--- src/rtl/modn_cnt_pkg.sv ---
// Shared definitions for the modulo-N counter family: direction encodings,
// the parameter range check and the update-source selector.
package modn_cnt_pkg;

  localparam logic CNT_UP = 1'b1;
  localparam logic CNT_DN = 1'b0;

  // Which source feeds the count register on the coming edge.
  typedef enum logic [1:0] {
    SEL_HOLD  = 2'd0,
    SEL_RST   = 2'd1,
    SEL_LOAD  = 2'd2,
    SEL_COUNT = 2'd3
  } upd_sel_e;

  // The modulus must span at least two states and fit the counter width.
  function automatic bit modn_range_ok(input int width, input int modulus);
    bit ok;
    ok = (width >= 1) && (width <= 16) &&
         (modulus >= 2) && (modulus <= (1 << width));
    return ok;
  endfunction

endpackage

--- src/rtl/modn_cnt_next.sv ---
// Combinational next-count generator for a modulo-N counter.
// Produces the value one step up or down from q, honouring wrap/saturate at
// the range ends, plus a flag telling whether q sits on the boundary for the
// requested direction. Shared by the register update and the TC output.
module modn_next
  import modn_cnt_pkg::*;
#(
  parameter int WIDTH   = 4,
  parameter int MODULUS = 6,
  parameter bit WRAP    = 1'b1
) (
  input  logic [WIDTH-1:0] q,
  input  logic             up,
  output logic [WIDTH-1:0] q_next,
  output logic             at_bound
);

  localparam logic [WIDTH-1:0] Q_MAX = WIDTH'(MODULUS - 1);
  localparam logic [WIDTH-1:0] Q_MIN = '0;

  // Boundary detection and next-value choice; no arithmetic crosses the
  // range ends, so WIDTH bits never overflow.
  always_comb begin
    q_next   = q;
    at_bound = 1'b0;
    if (up == CNT_UP) begin
      at_bound = (q == Q_MAX);
      if (at_bound) begin
        q_next = WRAP ? Q_MIN : q;
      end else begin
        q_next = q + WIDTH'(1);
      end
    end else if (up == CNT_DN) begin
      at_bound = (q == Q_MIN);
      if (at_bound) begin
        q_next = WRAP ? Q_MAX : q;
      end else begin
        q_next = q - WIDTH'(1);
      end
    end
  end

endmodule

--- src/rtl/modn_cnt.sv ---
// Parametrised modulo-N counter: up/down, synchronous load with range check,
// wrap or saturate at the ends, and a combinational terminal count that can
// drive the CE of the next digit in a cascade.
module modn_cnt
  import modn_cnt_pkg::*;
#(
  parameter int WIDTH   = 4,
  parameter int MODULUS = 6,
  parameter bit WRAP    = 1'b1
) (
  input  logic             CLK,
  input  logic             R,
  input  logic             CE,
  input  logic             UP,
  input  logic             LD,
  input  logic [WIDTH-1:0] D,
  output logic [WIDTH-1:0] Q,
  output logic             TC,
  output logic             ERR
);

  if (!modn_range_ok(WIDTH, MODULUS)) begin : g_bad_param
    $error("modn_cnt: MODULUS must be in 2..2**WIDTH and WIDTH in 1..16");
  end

  localparam logic [WIDTH-1:0] Q_MAX = WIDTH'(MODULUS - 1);

  logic [WIDTH-1:0] q_reg;
  logic             err_reg;
  logic [WIDTH-1:0] q_step;
  logic             at_bound;
  logic             ld_in_range;
  logic [WIDTH-1:0] ld_value;
  upd_sel_e         sel;

  modn_next #(
    .WIDTH   (WIDTH),
    .MODULUS (MODULUS),
    .WRAP    (WRAP)
  ) u_next (
    .q        (q_reg),
    .up       (UP),
    .q_next   (q_step),
    .at_bound (at_bound)
  );

  // Out-of-range loads clamp to the top of the range instead of escaping it.
  assign ld_in_range = (32'(D) < MODULUS);
  assign ld_value    = ld_in_range ? D : Q_MAX;

  // Priority select: reset over load over count.
  always_comb begin
    sel = SEL_HOLD;
    if (R) begin
      sel = SEL_RST;
    end else if (LD) begin
      sel = SEL_LOAD;
    end else if (CE) begin
      sel = SEL_COUNT;
    end
  end

  // Count and sticky error registers.
  always_ff @(posedge CLK) begin
    case (sel)
      SEL_RST: begin
        q_reg   <= '0;
        err_reg <= 1'b0;
      end
      SEL_LOAD: begin
        q_reg <= ld_value;
        if (!ld_in_range) begin
          err_reg <= 1'b1;
        end
      end
      SEL_COUNT: begin
        q_reg <= q_step;
      end
      default: begin
        q_reg <= q_reg;
      end
    endcase
  end

  // TC only in a genuine count cycle, so a cascade never steps on R or LD.
  assign TC  = (sel == SEL_COUNT) && at_bound;
  assign Q   = q_reg;
  assign ERR = err_reg;

endmodule

--- config.mk ---
export PLATFORM = sky130hd
export DESIGN_NAME = modn_cnt
export DESIGN_NICKNAME = d
export VERILOG_FILES = /design/src/rtl/modn_cnt_pkg.sv /design/src/rtl/modn_cnt_next.sv /design/src/rtl/modn_cnt.sv
export SDC_FILE = /design/constraint.sdc
export NUM_CORES = 1
export LEC_CHECK = 0
export CELL_PAD_IN_SITES_DETAIL_PLACEMENT = 0
export CELL_PAD_IN_SITES_GLOBAL_PLACEMENT = 1
export CORE_AREA = 3 3 40 42
export DETAILED_ROUTE_END_ITERATION = 7
export DIE_AREA = 0 0 43 45
export PLACE_DENSITY_LB_ADDON = 0.25
export SYNTH_ARGS = -nofsm -noshare
export SYNTH_HDL_FRONTEND = slang
export SYNTH_SLANG_ARGS = --single-unit
--- constraint.sdc ---
create_clock -name CLK -period 2.8 [get_ports CLK]
set_input_delay 0.56 -clock CLK [delete_from_list [all_inputs] [get_ports CLK]]
set_output_delay 0.56 -clock CLK [all_outputs]
set_load 0.02 [all_outputs]
### Yosys cells after proc, flatten, opt, wreduce, memory -nomap -nowiden

Index checks and enable logic that the tools add are counted.

* flip-flop bits (word level): 5
* input port bits: 9

* add/subtract/negate cells: 2
* order comparisons: 1
* equal/unequal tests: 5
* multiplexer cells: 11
* reductions and logical operators: 5

Operators by type and width (count)
* 4-bit 2-to-1 mux: 4
* 4-bit one-hot mux with 3 select lines: 1
* 2-bit 2-to-1 mux: 3
* 4-bit by 1-bit adder with 4-bit output, second input constant: 1
* 2-bit == test, second input constant: 2
* 4-bit by 3-bit == test with 1-bit output, second input constant: 1
* 4-bit zero test: 1
* 4-bit by 3-bit less-than comparator with 1-bit output, second input constant: 1
* 4-bit by 1-bit subtractor with 4-bit output, second input constant: 1
* 3-bit nonzero test: 1
* 2-bit by 1-bit == test with 1-bit output, second input constant: 1
* 1-bit 2-to-1 mux: 2
* 2-bit inequality test, second input constant: 1
* 1-bit one-hot mux with 2 select lines: 1
* 2-bit AND reduction: 1
* 2-bit nonzero test: 1
* 1-bit logical AND: 1

### Depth between registers and ports, before layout

Gate-level depths: netlist of the first run.

* depth after elaboration: 6
* gate-level depth with buffers: 4
* mapped depth without buffers: 3

### Hierarchy

A second synthesis of the first run with hierarchy kept.

* cells, all modules: 41
* area, all modules: 385.4 um^2

By module, submodules not included
* modn_cnt: times used 1, cells an instance 22, area an instance 251.5 um^2
* modn_next: times used 1, cells an instance 19, area an instance 133.9 um^2

### Worst setup path after synthesis of the first run

No wires, ideal clock.

* path type: register to output
* start point: reg q_reg[0] (netlist: Q[0])
* end point: out TC
* data arrival time: 1.546 ns
* required time: 2.240 ns
* setup slack: 0.694 ns
* cell stages (with the launch flop): 4
* cells stage by stage: edfxtp_1 -> buf_6 -> or3_4 -> a2111oi_4

* cells in the longest elaborated chain, start to end: 3
* elaborated cells between the ends (all ways): 4

RTL lines
* from (decl): line modn_cnt.sv:28 `logic [WIDTH-1:0] q_reg;`
* from (signal assigned): line modn_cnt.sv:71 `q_reg <= ld_value;`
* from (signal assigned): line modn_cnt.sv:77 `q_reg <= q_step;`
* from (signal assigned): line modn_cnt.sv:80 `q_reg <= q_reg;`
* 4-bit by 3-bit == test with 1-bit output or 4-bit zero test (tied branches): line modn_cnt_next.sv:27, modn_cnt_next.sv:34
* 1-bit 2-to-1 mux (*): line modn_cnt_next.sv:26 `if (up == CNT_UP) begin`
* 1-bit logical AND (*): line modn_cnt.sv:86 `assign TC = (sel == SEL_COUNT) && at_bound;`
* to (decl): line modn_cnt.sv:18 `output logic TC,`

Every way passes the cells marked *; elsewhere a longest branch is shown, timed or not.

### Worst setup path in the final report of the first run

* start point: in UP
* end point: out TC

* cells in the longest elaborated chain, start to end: 2

RTL lines
* from (decl): line modn_cnt.sv:14 `input logic UP,`
* 1-bit 2-to-1 mux: line modn_cnt_next.sv:26
* 1-bit logical AND: line modn_cnt.sv:86

Every way passes these cells.

==> impl_metrics.env, run 1 <==
export IMPL_critPathMaxFanout=2
export IMPL_leakagePower_uw=0.000233
export IMPL_path_class="primary input to output port"
export IMPL_clkPwrFrac=0.320
export IMPL_ant_nets=0
export IMPL_viasPerCell=5.42
export IMPL_antenna_cells=0
export IMPL_first_global_vias=417
export IMPL_yosysTopAreaCell="edfxtp_1"
export IMPL_switching_power_uw=73.9
export IMPL_combinationalPowerShare=0.314
export IMPL_clkTransAtPathRegs_ns=0.04
export IMPL_report_power_total_uw=261
export IMPL_synth_cells=38
export IMPL_powerDensity_mw_per_mm2=410
export IMPL_syn_to_final_growth_pct=54.7
export IMPL_postCtsSetupBuffers=0
export IMPL_crit_path_start_kind="primary input"
export IMPL_first_iter_violations=10
export IMPL_critPathArrivalTime_ns=2.05
export IMPL_finalSetupViolCount=0
export IMPL_syn_area_per_cell_um2=10.8
export IMPL_wirelength_um=1020
export IMPL_synth_fa_ha_area_frac=0
export IMPL_swShare=0.283
export IMPL_die_w_um=43
export IMPL_period_minus_slack_ns=2.61
export IMPL_crit_required_ns=2.24
export IMPL_cp_end_kind="output port"
export IMPL_netlist_area_leader_share=0.365
export IMPL_start_util=0.320
export IMPL_rsz0062_at_grt="no"
export IMPL_power_frac_seq=0.366
export IMPL_reg2regPathDepth=4
export IMPL_vias=417
export IMPL_insertion_delay_ns=0.24
export IMPL_drive_above_1_share=0.226
export IMPL_gp_congestion=0.765
export IMPL_hold_buffers=0
export IMPL_chipHeight_um=45
export IMPL_drv_slew=0
export IMPL_drc=0
export IMPL_finalCritPeriodShare=0.930
export IMPL_grt_pass1_wl_um=1720
export IMPL_holdCritPathClass="register to register"
export IMPL_yosys_register_bits=5
export IMPL_slew_headroom=0.780
export IMPL_yosys_warnings=0
export IMPL_core_mm2=0.00128
export IMPL_skew_ns=0.00158
export IMPL_clock_sinks=5
export IMPL_synth_top_family_by_area="compound AO/OA/AOI/OAI gates"
export IMPL_gr_usage_all_layers=0.117
export IMPL_status="finished clean"
export IMPL_gr_total_overflow=0
export IMPL_final_common_cell="clkdlybuf4s50_1"
export IMPL_synth_area_leaders="edfxtp_1 (36%), a2111oi_4 (6.7%), o21ai_0 (3.6%)"
export IMPL_drt_pass1_iter_count=2
export IMPL_intPower_uw=187
export IMPL_antenna_found_initial=0
export IMPL_hold_depth=2
export IMPL_cap_violations=0
export IMPL_post_cts_resized=1
export IMPL_clock_path_buffers=2
export IMPL_synth_compound_area_frac=0.337
export IMPL_cts_root_buf="clkbuf_4"
export IMPL_numCtsBuffers=3
export IMPL_cp_slowest_cell="clkdlybuf4s50_1"
export IMPL_tightest_slew_ns=0.327
export IMPL_worstPathCellList="clkdlybuf4s50_1, or3_4, a2111oi_4, dlygate4sd2_1"
export IMPL_synth_mux_area_frac=0
export IMPL_netlist_area_um2=412
export IMPL_io_pins=15
export IMPL_grt_max_degree=11
export IMPL_fmax_ghz=0.384
export IMPL_cts_max_level=1
export IMPL_portBuffers=14
export IMPL_fin_area_um2=637
export IMPL_cts_tree="built"
export IMPL_synthSimpleGateAreaFrac=0.222
export IMPL_die_area_mm2=0.00194
export IMPL_synth_seq_area_share=0.365
export IMPL_irDropWorstVdd_uv=233
export IMPL_post_dp_cell_area_um2=612
export IMPL_dp_hpwl_um=841
export IMPL_routedWlPerCell_um=13.2
export IMPL_synth_cell_types=27
export IMPL_synth_fp_nets=47
export IMPL_slowest_delay_ns=0.42
export IMPL_row_count=13
export IMPL_fin_nets=72
export IMPL_synth_xor_area_frac=0.0213
export IMPL_final_hold_viol_count=0
export IMPL_fin_tns_setup_ns=0
export IMPL_most_common_layout_cells="clkdlybuf4s50_1 (13), buf_4 (7), edfxtp_1 (5)"
-- cell usage after synthesis --
library cell / instances
a211o_1: 1
a22o_1: 1
xnor2_1: 1
nor3b_1: 1
edfxtp_1: 5
or3_1: 1
o21ai_0: 3
o211ai_2: 1
nand3_1: 1
o211a_1: 1
or4_1: 1
nand3b_1: 1
nand4b_1: 1
a2111oi_2: 1
nor2b_1: 2
nor4_1: 1
nand2_1: 1
buf_6: 1
a21o_1: 2
a21oi_1: 2
or3_4: 1
inv_1: 3
o221ai_1: 1
o21bai_1: 1
nand2b_1: 1
or3b_1: 1
a2111oi_4: 1
-- sequential cells by signal (all words and copies together), names as in the netlist --
| name | flops |
|---|---|
| ERR | 1 |
| Q | 4 |
-- worst paths after layout --
path              startpoint  endpoint  slack (ns)
setup / recovery          UP        TC        0.19
hold / removal          Q[0]      Q[0]        0.79
setup reg to reg        Q[0]      Q[2]        1.27
hold reg to reg         Q[0]      Q[0]        0.79
-- stage by stage --
stage | worst slack (ns) | hold WS, ns | utilization | std cells
5_1_grt | 0.141 | 0.830 | 0.496 | 77
2_1_floorplan | 0.694 | 0.747 | - | 38
3_5_place_dp | -0.105 | 0.793 | 0.476 | 73
6_report | 0.195 | 0.793 | 0.496 | 77
4_1_cts | 0.183 | 0.798 | 0.496 | 77
3_3_place_gp | -0.0723 | 0.753 | 0.476 | 73
-- power groups by stage --
| stage | logic (uW) | registers [uW] | clock network (uW) |
|---|---|---|---|
| 2_1_floorplan | 33.6 | 106 | 0 |
| 6_report | 82.0 | 95.7 | 83.6 |
| 3_5_place_dp | 82.2 | 97.2 | 0 |
| 5_1_grt | 88.6 | 96.8 | 88.9 |
| 4_1_cts | 82.2 | 95.9 | 84.5 |
| 3_3_place_gp | 79.2 | 96.2 | 0 |
-- logic make-up (layout without fill, tap and decap cells) --
kind of cell              count (synthesis)  in the layout
AOI/OAI and AO/OA                        15             15
and+or+nand+nor                          13             13
DFF                                       5              5
buffers and inverters                     4             28
xor gates and xnor gates                  1              1
-- per-layer routing --
metal	wire [um]	track usage	part of all wire
met5	0	0	0
met2	541	0.243	0.53
met3	66	0.0279	0.065
met1	410	0.111	0.40
met4	0	0.0361	0
-- cell type report --
cell class | count | area (um^2)
fill | 123 | 648
sequential | 5 | 150
clock buffer | 4 | 26.3
multi-input combinational | 29 | 239
inverter | 3 | 11.3
timing repair buffer | 21 | 191
tap | 15 | 18.8
-- worst max-delay path, delay by kind of cell --
family                 cells  cell delay (ns)
buffers and inverters      2             0.79
AND/OR/NAND/NOR            1             0.35
AO/OA/AOI/OAI              1             0.34
Power figures use the tool's default switching activity.
==> run 2: changes to the inputs <==
--- a/config.mk
+++ b/config.mk
@@ -7,9 +7,9 @@
 export LEC_CHECK = 0
 export CELL_PAD_IN_SITES_DETAIL_PLACEMENT = 0
 export CELL_PAD_IN_SITES_GLOBAL_PLACEMENT = 1
-export CORE_AREA = 3 3 40 42
+export CORE_MARGIN = 3
+export CORE_UTILIZATION = 28
 export DETAILED_ROUTE_END_ITERATION = 7
-export DIE_AREA = 0 0 43 45
 export PLACE_DENSITY_LB_ADDON = 0.25
 export SYNTH_ARGS = -nofsm -noshare
 export SYNTH_HDL_FRONTEND = slang
==> constraint.sdc (replaced) <==
create_clock -name CLK -period 2.2 [get_ports CLK]
set_input_delay 0.44 -clock CLK [delete_from_list [all_inputs] [get_ports CLK]]
set_output_delay 0.44 -clock CLK [all_outputs]
set_load 0.02 [all_outputs]
==> run 2 against run 1 <==
  * Critical path depth unchanged
  * Highest routed layer unchanged
  * Worst setup slack got worse by 0.12 ns
  * Clock power is 29% higher
  * Clock skew hardly changed
  * Wire length fell by 1.5%
  * Critical path type unchanged
  * Sequential power up 27%
  * Cell count decreased by 2.6%
==> impl_metrics.env, run 2 (synthesis gave the netlist of run 1 again) <==
export IMPL_critPathMaxFanout=4
export IMPL_fin_cells=75
export IMPL_period_minus_slack_ns=2.13
export IMPL_tightest_slew_ns=0.331
export IMPL_finalCritPeriodShare=0.968
export IMPL_drc=0
export IMPL_dp_cells=71
export IMPL_first_iter_violations=7
export IMPL_fmax_ghz=0.470
export IMPL_die_area_mm2=0.00197
export IMPL_antenna_cells=0
export IMPL_vias=412
export IMPL_core_mm2=0.00133
export IMPL_first_global_vias=399
export IMPL_grt_max_degree=11
export IMPL_skew_ns=0.00185
export IMPL_insertion_delay_ns=0.25
export IMPL_grt_pass1_wl_um=1610
export IMPL_ant_nets=0
export IMPL_clkTransAtPathRegs_ns=0.04
export IMPL_final_hold_viol_count=0
export IMPL_crit_required_ns=1.76
export IMPL_die_w_um=44.3
export IMPL_cts_max_level=1
export IMPL_leakagePower_uw=0.000242
export IMPL_powerDensity_mw_per_mm2=522
export IMPL_clock_sinks=5
export IMPL_r2r_slack_ns=0.67
export IMPL_status="finished clean"
export IMPL_slew_headroom=0.778
export IMPL_viasPerCell=5.49
export IMPL_cts_root_buf="clkbuf_4"
export IMPL_drv_slew=0
export IMPL_start_util=0.309
export IMPL_gr_total_overflow=0
export IMPL_most_common_layout_cells="clkdlybuf4s50_1 (11), edfxtp_1 (5), buf_4 (5)"
export IMPL_cp_end_kind="output port"
export IMPL_clock_path_buffers=2
export IMPL_finalSetupViolCount=0
export IMPL_syn_to_final_growth_pct=56.5
export IMPL_fin_area_um2=644
export IMPL_fin_tns_setup_ns=0
export IMPL_hold_buffers=0
export IMPL_rsz0062_at_grt="no"
export IMPL_path_class="primary input to output port"
export IMPL_dp_hpwl_um=792
export IMPL_antenna_found_initial=0
export IMPL_numCtsBuffers=3
export IMPL_row_count=13
export IMPL_irDropWorstVdd_uv=397
export IMPL_critPathArrivalTime_ns=1.69
export IMPL_final_common_cell="clkdlybuf4s50_1"
export IMPL_chipHeight_um=44.3
export IMPL_gr_usage_all_layers=0.118
export IMPL_post_dp_cell_area_um2=597
export IMPL_largest_reg_flops=4
export IMPL_drive_above_1_share=0.250
export IMPL_routedWlPerCell_um=13.4
export IMPL_postCtsSetupBuffers=0
export IMPL_timing_hold_ws_ns=0.562
export IMPL_crit_path_start_kind="primary input"
export IMPL_drt_pass1_iter_count=4
export IMPL_cts_tree="built"
export IMPL_io_pins=15
export IMPL_fin_nets=70
export IMPL_final_util=0.483
export IMPL_wirelength_um=1000
export IMPL_holdCritPathClass="primary input to register"
export IMPL_cap_violations=0
export IMPL_portBuffers=14
export IMPL_gp_congestion=0.776
==> run 2: metal layers <==
| layer | vias to the layer above | track usage | wire [um] | share of wire |
|---|---|---|---|---|
| li1 | 202 | - | - | - |
| met1 | 190 | 0.112 | 388 | 0.39 |
| met2 | 20 | 0.192 | 535 | 0.53 |
| met3 | 0 | 0.0650 | 79 | 0.079 |
| met4 | 0 | 0.0843 | 0 | 0 |
| met5 | - | 0 | 0 | 0 |
==> run 2: final timing paths <==
kind                            from    to  depth (start not counted)
worst max-delay path              LD    TC                          4
worst min-delay path               R   ERR                          2
worst max register to register  Q[0]  Q[2]                          4
worst min register to register  Q[0]  Q[0]                          2
==> run 2: worst max-delay path, cell delays in order <==
cell and delay (ns):
clkdlybuf4s50_1 0.45, or3b_4 0.41, a2111oi_4 0.19, buf_4 0.19
==> run 2: timing repair <==
item / CTS / global route
gates resized for setup: 5 / 6
endpoints found under the setup margin: 1 / 1
pin swaps: 0 / 2
==> run 2: where the power goes <==
part           switching [uW]  internal [uW]  leakage (uW)
Sequential               7.61            114     0.0000558
Clock                    39.7           68.7     0.0000150
Combinational            51.0           55.0      0.000171
Total                    98.3            238      0.000242
==> run 2: metrics by stage <==
| step | worst slack (ns) | total power, uW |
|---|---|---|
| 6_report | 0.0709 | 336 |
| 2_1_floorplan | 0.214 | 178 |
| 3_3_place_gp | -0.438 | 222 |
| 3_5_place_dp | -0.456 | 226 |
| 4_1_cts | 0.000138 | 336 |
| 5_1_grt | 0.00321 | 358 |
==> run 2: cell type report <==
type                       instances  area, um^2
sequential                         5         150
timing repair buffer              19         184
tap                               15        18.8
inverter                           3        11.3
multi-input combinational         29         254
fill                             128         689
clock buffer                       4        26.3
